## src/rtl/dmem_pkg.sv

```systemverilog
// rtl/dmem_pkg.sv - shared widths and FSM encoding for the stalling data memory
package dmem_pkg;

    // Default geometry: 256 entries of 8 bits
    localparam int DMEM_ADDR_W = 8;
    localparam int DMEM_DATA_W = 8;

    // Wait counter is sized for the largest supported LATENCY (15)
    localparam int CNT_W = 4;

    // FSM encoding, 2 bits
    localparam logic [1:0] ST_IDLE   = 2'd0;
    localparam logic [1:0] ST_ACCESS = 2'd1;
    localparam logic [1:0] ST_DONE   = 2'd2;

endpackage

```

## src/rtl/dmem_array.sv

```systemverilog
// rtl/dmem_array.sv - storage array with sync write, comb read and sync clear-all
module dmem_array
    import dmem_pkg::*;
#(
    parameter int ADDR_W = DMEM_ADDR_W,
    parameter int DATA_W = DMEM_DATA_W
) (
    input  logic              i_clk,
    input  logic              i_clear,
    input  logic              i_we,
    input  logic [ADDR_W-1:0] i_waddr,
    input  logic [DATA_W-1:0] i_wdata,
    input  logic [ADDR_W-1:0] i_raddr,
    output logic [DATA_W-1:0] o_rdata
);

    localparam int DEPTH = 1 << ADDR_W;

    logic [DATA_W-1:0] r_mem [0:DEPTH-1];

    // Clear wins over a coincident write so an abandoned store never lands
    always_ff @(posedge i_clk) begin
        if (i_clear) begin
            for (int i = 0; i < DEPTH; i++) begin
                r_mem[i] <= '0;
            end
        end else if (i_we) begin
            r_mem[i_waddr] <= i_wdata;
        end
    end

    assign o_rdata = r_mem[i_raddr];

endmodule

```

## src/rtl/data_memory_stall.sv

```systemverilog
// rtl/data_memory_stall.sv - multi-cycle data memory that stalls the pipeline via BUSYWAIT
module data_memory_stall
    import dmem_pkg::*;
#(
    parameter int ADDR_W  = DMEM_ADDR_W,
    parameter int DATA_W  = DMEM_DATA_W,
    parameter int LATENCY = 5
) (
    input  logic              CLOCK,
    input  logic              RESET,
    input  logic              READ,
    input  logic              WRITE,
    input  logic [ADDR_W-1:0] ADDRESS,
    input  logic [DATA_W-1:0] WRITEDATA,
    output logic [DATA_W-1:0] READDATA,
    output logic              BUSYWAIT
);

    // Counter preload: LATENCY edges are spent in ACCESS, the last one performs the access
    localparam logic [CNT_W-1:0] LAT_M1 = CNT_W'(LATENCY - 1);

    logic [1:0]        r_state;
    logic [CNT_W-1:0]  r_cnt;
    logic [ADDR_W-1:0] r_addr;
    logic [DATA_W-1:0] r_wdata;
    logic              r_is_write;
    logic [DATA_W-1:0] r_readdata;

    logic              w_req_valid;
    logic              w_fire;
    logic              w_we;
    logic [DATA_W-1:0] w_rdata;

    // Exactly one of READ/WRITE is a legal request; both high is ignored
    assign w_req_valid = READ ^ WRITE;
    assign w_fire      = (r_state == ST_ACCESS) && (r_cnt == '0);
    assign w_we        = w_fire && r_is_write;

    dmem_array #(
        .ADDR_W (ADDR_W),
        .DATA_W (DATA_W)
    ) u_array (
        .i_clk   (CLOCK),
        .i_clear (RESET),
        .i_we    (w_we),
        .i_waddr (r_addr),
        .i_wdata (r_wdata),
        .i_raddr (r_addr),
        .o_rdata (w_rdata)
    );

    // FSM, wait counter and request latches; reset abandons any access in flight
    always_ff @(posedge CLOCK) begin
        if (RESET) begin
            r_state    <= ST_IDLE;
            r_cnt      <= '0;
            r_addr     <= '0;
            r_wdata    <= '0;
            r_is_write <= 1'b0;
            r_readdata <= '0;
        end else begin
            case (r_state)
                ST_IDLE: begin
                    if (w_req_valid) begin
                        r_addr     <= ADDRESS;
                        r_wdata    <= WRITEDATA;
                        r_is_write <= WRITE;
                        r_cnt      <= LAT_M1;
                        r_state    <= ST_ACCESS;
                    end
                end
                ST_ACCESS: begin
                    if (r_cnt == '0) begin
                        if (!r_is_write) begin
                            r_readdata <= w_rdata;
                        end
                        r_state <= ST_DONE;
                    end else begin
                        r_cnt <= r_cnt - CNT_W'(1);
                    end
                end
                ST_DONE: begin
                    r_state <= ST_IDLE;
                end
                default: begin
                    r_state <= ST_IDLE;
                end
            endcase
        end
    end

    // Stall is raised combinationally in IDLE so the request cycle itself is held
    always_comb begin
        BUSYWAIT = 1'b0;
        case (r_state)
            ST_IDLE:   BUSYWAIT = w_req_valid;
            ST_ACCESS: BUSYWAIT = 1'b1;
            default:   BUSYWAIT = 1'b0;
        endcase
    end

    assign READDATA = r_readdata;

endmodule

```

## config.mk

```make
export PLATFORM = sky130hd
export DESIGN_NAME = data_memory_stall
export DESIGN_NICKNAME = d
export VERILOG_FILES = /design/src/rtl/dmem_pkg.sv /design/src/rtl/dmem_array.sv /design/src/rtl/data_memory_stall.sv
export SDC_FILE = /design/constraint.sdc
export NUM_CORES = 2
export LEC_CHECK = 0
export ABC_CLOCK_PERIOD_IN_PS = 3000
export BUFFER_PORTS_ARGS = -buffer_cell sky130_fd_sc_hd__buf_2
export CORE_ASPECT_RATIO = 1.75
export CORE_MARGIN = 2
export CORE_UTILIZATION = 25
export DETAILED_ROUTE_END_ITERATION = 16
export PLACE_DENSITY = 0.48
export SYNTH_ARGS = -nofsm -noshare
export SYNTH_HDL_FRONTEND = slang
export SYNTH_HIERARCHICAL = 1
export SYNTH_SLANG_ARGS = --single-unit
```

## constraint.sdc

```tcl
create_clock -name CLOCK -period 3 [get_ports CLOCK]
set_input_delay 0.45 -clock CLOCK [delete_from_list [all_inputs] [get_ports CLOCK]]
set_output_delay 0.45 -clock CLOCK [all_outputs]
set_load 0.1 [all_outputs]
```

Word level (Yosys, flattened, before mapping)
Memory sizes are Yosys's and may differ from the RTL's. A register that Yosys moved wholly into a read port is not among the register bits.
Cells that the tools add are included.
{ "word_totals": {"ramBits": 2048, "word_cells": 38, "mem_count": 1, "ff_bits": 23} }
{ "op_classes": {"reduce_logical": 10, "eq_ne": 4, "muxes": 15, "n_addsub": 1, "bitwise": 2} }
{ "memory_table": {"columns": ["memory", "words", "width", "read_ports", "rd_ports_with_merged_regs", "wr", "line", "rtl"], "rows": [
  ["u_array.r_mem", 256, 8, 1, 1, 256, "dmem_array.sv:19", "logic [DATA_W-1:0] r_mem [0:DEPTH-1];"]
]} }
{ "op_table": {"columns": ["cell", "count"], "rows": [
  ["$mux W8", 2],
  ["$mux W4", 2],
  ["$pmux W4 S2", 1],
  ["$reduce_or A8 Y1", 1],
  ["$mux W1", 6],
  ["$reduce_and A3 Y1", 2],
  ["$logic_not A4 Y1", 1],
  ["$mux W2", 2],
  ["$ne A2 B2 Y1 const B", 2],
  ["$pmux W2 S2", 1],
  ["$reduce_and A2 Y1", 2],
  ["$sub A4 B1 Y4 const B", 1],
  ["$eq A2 B1 Y1 const B", 1],
  ["$logic_and A1 B1 Y1", 2],
  ["$logic_not A2 Y1", 1],
  ["$ne A2 B1 Y1 const B", 1],
  ["$pmux W1 S2", 1],
  ["$reduce_bool A2 Y1", 1],
  ["$not A1 Y1", 1],
  ["$xor A1 B1 Y1", 1]
]} }

Logic depth before layout (Yosys ltp)
{ "depth": {"word_depth": 8, "depth_mapped": 14} }

Cells and area by module
The synthesis kept the hierarchy.
{ "modules_own_cells": {"columns": ["mod", "cells_per_inst", "n_inst", "area_each_um2"], "rows": [
  ["dmem_array", 6435, 1, 95293.9],
  ["data_memory_stall", 154, 1, 1335.0]
]} }

Worst setup path after synthesis
No wires, ideal clock.
{ "synth_path": {"path_kind": "reg2reg", "from": "register r_cnt[0]", "to": "memory u_array/r_mem[11][0] in the netlist's numbering (enable)", "path_stages_with_launch": 11, "required_time_ns": 2.625, "t_arrival_ns": 2.637, "path_slack_ns": -0.012, "period_less_slack_ns": 3.012, "cell_sequence": "dfxtp_1 -> inv_1 -> ha_1 -> nor3b_1 -> clkbuf_1 -> and3_1 -> nor2b_1 -> clkbuf_1 -> nand4_1 -> clkbuf_1 -> o21bai_1"} }
{ "synth_lines": {"columns": ["element", "line", "rtl"], "rows": [
  ["start: declaration", "data_memory_stall.sv:23", "logic [CNT_W-1:0] r_cnt;"],
  ["start signal: assignment", "data_memory_stall.sv:79", "r_cnt <= r_cnt - CNT_W'(1);"],
  ["end: declaration", "dmem_array.sv:19", null]
]} }

==> flow_results.xml <==
<?xml version="1.0" encoding="UTF-8"?>
<metrics>
  <group name="yosys">
    <metric name="postSynth.asyncResetShare" unit="%">0</metric>
    <metric name="yosysMostFrequentCell" unit="">sky130_fd_sc_hd__edfxtp_1</metric>
    <metric name="synth_top_cell_area_share" unit="%">63.6</metric>
    <metric name="synth-edff-count" unit="">2048</metric>
    <metric name="synth_top_cells_by_area" unit="">sky130_fd_sc_hd__edfxtp_1 64%, sky130_fd_sc_hd__and2_1 13%, sky130_fd_sc_hd__mux4_2 9.0%</metric>
    <metric name="synthDominantAreaCellType" unit="">sky130_fd_sc_hd__edfxtp_1</metric>
    <metric name="synth_top_cells_by_count" unit="">2048 x sky130_fd_sc_hd__edfxtp_1, 1996 x sky130_fd_sc_hd__and2_1, 388 x sky130_fd_sc_hd__mux4_2</metric>
    <metric name="syn-instance-count" unit="">6589</metric>
    <metric name="synth_sequential_area_ratio" unit="%">64.3</metric>
    <metric name="synth-warning-count" unit="">6</metric>
    <metric name="yosys.cell_types.count" unit="">79</metric>
    <metric name="syn-mean-instance-area" unit="um2">14.7</metric>
    <metric name="syn_area" unit="mm2">0.0966</metric>
    <metric name="synth_seq_cells" unit="">2079</metric>
    <metric name="ys.flop_type" unit="">sky130_fd_sc_hd__edfxtp_1</metric>
    <metric name="synthesis.nets" unit="">6610</metric>
  </group>
  <group name="drt">
    <metric name="drt_first_iter_violations" unit="">3646</metric>
    <metric name="drc" unit="">0</metric>
    <metric name="postRouteWirelength" unit="mm">331</metric>
    <metric name="maxUsedRoutingLayer" unit="">met5</metric>
    <metric name="dr.pass1.iters" unit="">6</metric>
    <metric name="routedLengthMet1" unit="mm">109</metric>
    <metric name="detailroute.via_count" unit="">57300</metric>
    <metric name="detailroute.wirelength.met2" unit="mm">186</metric>
    <metric name="detailed_route_wirelength_on_metal3" unit="mm">10.3</metric>
    <metric name="detail_route.wl_per_cell" unit="um">26.3</metric>
    <metric name="post_detailed_route_via_to_cell_ratio" unit="">4.55</metric>
    <metric name="detail-route-antenna-nets" unit="">0</metric>
  </group>
  <group name="global_route">
    <metric name="grt_max_degree" unit="">91</metric>
    <metric name="grt_first_pass_wirelength" unit="mm">465</metric>
    <metric name="initial_antenna_violation_count" unit="">15</metric>
    <metric name="first_global_vias" unit="">61400</metric>
    <metric name="gr_usage_total" unit="%">16.6</metric>
    <metric name="grt_overflow_total" unit="">0</metric>
  </group>
  <group name="floorplanning">
    <metric name="die_y" unit="um">826</metric>
    <metric name="io_pins" unit="">29</metric>
    <metric name="rows" unit="">302</metric>
    <metric name="die_width" unit="um">474</metric>
    <metric name="initial_utilization" unit="%">25.0</metric>
    <metric name="dieArea" unit="mm2">0.392</metric>
    <metric name="fp.coreArea" unit="mm2">0.386</metric>
  </group>
  <group name="finish">
    <metric name="nets" unit="">7286</metric>
    <metric name="synthToLayoutAreaGrowth" unit="%">21.4</metric>
    <metric name="layout-drive-gt1-share" unit="%">28.2</metric>
    <metric name="layoutNonFillerInstCount" unit="">12600</metric>
  </group>
  <group name="timing">
    <metric name="final.setup.tns" unit="ps">-277</metric>
    <metric name="finalHoldViolCount" unit="">0</metric>
    <metric name="setup_repair_after_global_routing_missed_its_margin" unit="">true</metric>
    <metric name="worst_clock_skew" unit="ps">102</metric>
    <metric name="finalWorstPathRequiredPeriod" unit="ps">3070</metric>
    <metric name="relSlewSlack" unit="%">44.1</metric>
    <metric name="ratio_of_final_minimum_period_to_clock_period" unit="%">102</metric>
    <metric name="fin_hold_ws" unit="ps">128</metric>
    <metric name="report.final.setup_viol" unit="">7</metric>
    <metric name="max_clock_freq" unit="MHz">325</metric>
    <metric name="fin_ws" unit="ps">-73.9</metric>
    <metric name="final-max-slew-violation-count" unit="">0</metric>
    <metric name="tightestPinTransition" unit="ps">838</metric>
  </group>
  <group name="clock_network">
    <metric name="cts-root-buf" unit="">sky130_fd_sc_hd__clkbuf_16</metric>
    <metric name="max-clock-path-buffers" unit="">4</metric>
    <metric name="clock_network_latency_to_the_later_pin_of_the_worst_skew_pair" unit="ps">910</metric>
    <metric name="cts.reportedPaths.clkPinSlew" unit="ps">70</metric>
    <metric name="cts_made_buffers" unit="">192</metric>
    <metric name="cts_max_level" unit="">4</metric>
    <metric name="clkSinkCount" unit="">2079</metric>
    <metric name="cts_tree" unit="">yes</metric>
  </group>
  <group name="setup_path">
    <metric name="cp.arrival" unit="ps">3870</metric>
    <metric name="cp_data_required_time" unit="ps">3800</metric>
    <metric name="worst_setup_path_end_kind" unit="">flop</metric>
    <metric name="critical_path_peak_fanout" unit="">7</metric>
    <metric name="critPathKind" unit="">reg -&gt; reg</metric>
    <metric name="cp-start-kind" unit="">flop</metric>
  </group>
  <group name="power">
    <metric name="clock_power_share" unit="%">38.1</metric>
    <metric name="peakVddDrop" unit="mV">0.488</metric>
    <metric name="combinationalPowerShare" unit="%">12.9</metric>
    <metric name="power.density" unit="mW/mm2">579</metric>
    <metric name="power.switching" unit="mW">17.3</metric>
    <metric name="switching_share" unit="%">25.5</metric>
    <metric name="static-leakage-power" unit="nW">41.7</metric>
    <metric name="power_frac_seq" unit="%">49.0</metric>
    <metric name="p_total" unit="mW">67.9</metric>
    <metric name="cell_internal_pwr" unit="mW">50.6</metric>
  </group>
  <group name="placed_design">
    <metric name="placer_congestion_estimate" unit="">0.891</metric>
    <metric name="placed_cells_incl_taps" unit="">12200</metric>
    <metric name="port_buffers" unit="">28</metric>
    <metric name="dp_slack" unit="ps">-893</metric>
    <metric name="post-dp-hpwl" unit="mm">240</metric>
  </group>
  <group name="outcome">
    <metric name="violations_in_the_final_reports" unit="">setup timing</metric>
    <metric name="status" unit="">finished with violations</metric>
  </group>
  <group name="run">
    <metric name="maxCapViolations" unit="">0</metric>
  </group>
  <group name="hold_path">
    <metric name="hold_path_class" unit="">in -&gt; reg</metric>
  </group>
</metrics>
path summary, 6_finish.rpt:
kind | startpoint | to | slack (ps) | cells past startpoint
max | r_addr[0] | READDATA[7] | -70 | 14
min | ADDRESS[0] | r_addr[0] | 130 | 3
max reg2reg | r_addr[0] | READDATA[7] | -70 | 14
min reg2reg | r_cnt[0] | r_cnt[0] | 510 | 2
sequential cells by signal, indices dropped and copies added (netlist names):
signal         flops
READDATA           8
r_is_write         1
r_cnt              4
u_array/r_mem   2048
r_wdata            8
r_state            2
r_addr             8
per-layer routing:
metal / GRT usage (%) / up-vias
li1: - / 25600
met4: 11.4 / 4
met2: 32.7 / 1447
met1: 16.0 / 29600
met5: 0 / -
met3: 1.48 / 658
worst max-delay path: stages, from the launching register on:
cell                       delay (ps)
sky130_fd_sc_hd__dfxtp_4          370
sky130_fd_sc_hd__buf_12           160
sky130_fd_sc_hd__buf_4            150
sky130_fd_sc_hd__buf_12           130
sky130_fd_sc_hd__buf_4            150
sky130_fd_sc_hd__mux4_2           550
sky130_fd_sc_hd__a22oi_1          220
sky130_fd_sc_hd__a21oi_2          120
sky130_fd_sc_hd__nor2_2           170
sky130_fd_sc_hd__nor2_2            80
sky130_fd_sc_hd__nor3_4           450
sky130_fd_sc_hd__buf_6            170
sky130_fd_sc_hd__nor4_1            50
sky130_fd_sc_hd__nand4b_1         100
sky130_fd_sc_hd__a21oi_1           60
area by class of cell:
cell class | instances | area, um2
Tap cell | 5168 | 6470
Fill cell | 38200 | 269000
Timing Repair Buffer | 992 | 9390
Clock buffer | 225 | 4990
Sequential cell | 2079 | 62200
Inverter | 10 | 38.8
Multi-Input combinational cell | 3990 | 32800
Antenna cell | 10 | 25.0
Clock inverter | 113 | 1360
per-stage QoR:
stage	utilization [%]	cell area (um2)
after detailed placement	28.3	109000
after global placement	28.3	109000
after CTS	30.2	116000
after floorplan	-	96600
final	30.4	117000
after global routing	30.4	117000
cell families after synthesis:
| group | share of synthesized area (%) |
|---|---|
| compound gates | 3.66 |
| xor+xnor | 0.0337 |
| fa+ha+maj | 0.0129 |
| buf+inv | 2.71 |
| flops | 64.3 |
| mux | 11.8 |
| simple gates | 17.5 |
power groups by stage:
stage | clock, mW | sequential, mW | combinational, mW
5_1_grt | 27.3 | 33.3 | 9.06
3_5_place_dp | 0 | 33.9 | 8.32
2_1_floorplan | 0 | 33.6 | 4.12
4_1_cts | 26.5 | 33.3 | 8.63
6_report | 25.8 | 33.3 | 8.76
3_3_place_gp | 0 | 33.9 | 8.31
cells in the final DEF (no fill, tap or decap), types with 13 or more instances in the layout:
master,count
sky130_fd_sc_hd__edfxtp_1,2048
sky130_fd_sc_hd__and2_1,1996
sky130_fd_sc_hd__buf_4,782
sky130_fd_sc_hd__mux4_2,390
sky130_fd_sc_hd__nor2_1,290
sky130_fd_sc_hd__or2_2,246
sky130_fd_sc_hd__mux2i_1,212
sky130_fd_sc_hd__clkbuf_16,199
sky130_fd_sc_hd__buf_12,137
sky130_fd_sc_hd__a22oi_1,117
sky130_fd_sc_hd__a21oi_1,85
sky130_fd_sc_hd__nand2_1,78
sky130_fd_sc_hd__nand3_1,61
sky130_fd_sc_hd__and3_1,60
sky130_fd_sc_hd__o21ai_0,47
sky130_fd_sc_hd__o221ai_1,47
sky130_fd_sc_hd__clkinv_2,41
sky130_fd_sc_hd__bufinv_16,30
sky130_fd_sc_hd__clkbuf_1,29
sky130_fd_sc_hd__clkinv_1,28
sky130_fd_sc_hd__buf_2,26
sky130_fd_sc_hd__o22ai_1,23
sky130_fd_sc_hd__a22oi_2,20
sky130_fd_sc_hd__a21oi_2,19
sky130_fd_sc_hd__dfxtp_1,17
sky130_fd_sc_hd__buf_6,17
sky130_fd_sc_hd__dlygate4sd3_1,16
sky130_fd_sc_hd__mux4_1,16
sky130_fd_sc_hd__nor2_2,14
sky130_fd_sc_hd__nor3_1,13
sky130_fd_sc_hd__a211oi_1,13
timing repair:
| action | 4_1_cts | 5_1_grt |
|---|---|---|
| hold buffers | 16 | 0 |
| gates resized for setup | 114 | 93 |
| setup endpoints to repair | 200 | 71 |
| cloned | 1 | 5 |
| pin swaps | 16 | 31 |
| setup buffers | 18 | 39 |
| endpoints found under the hold margin | 14 | 0 |
Power figures use the tool's default switching activity.
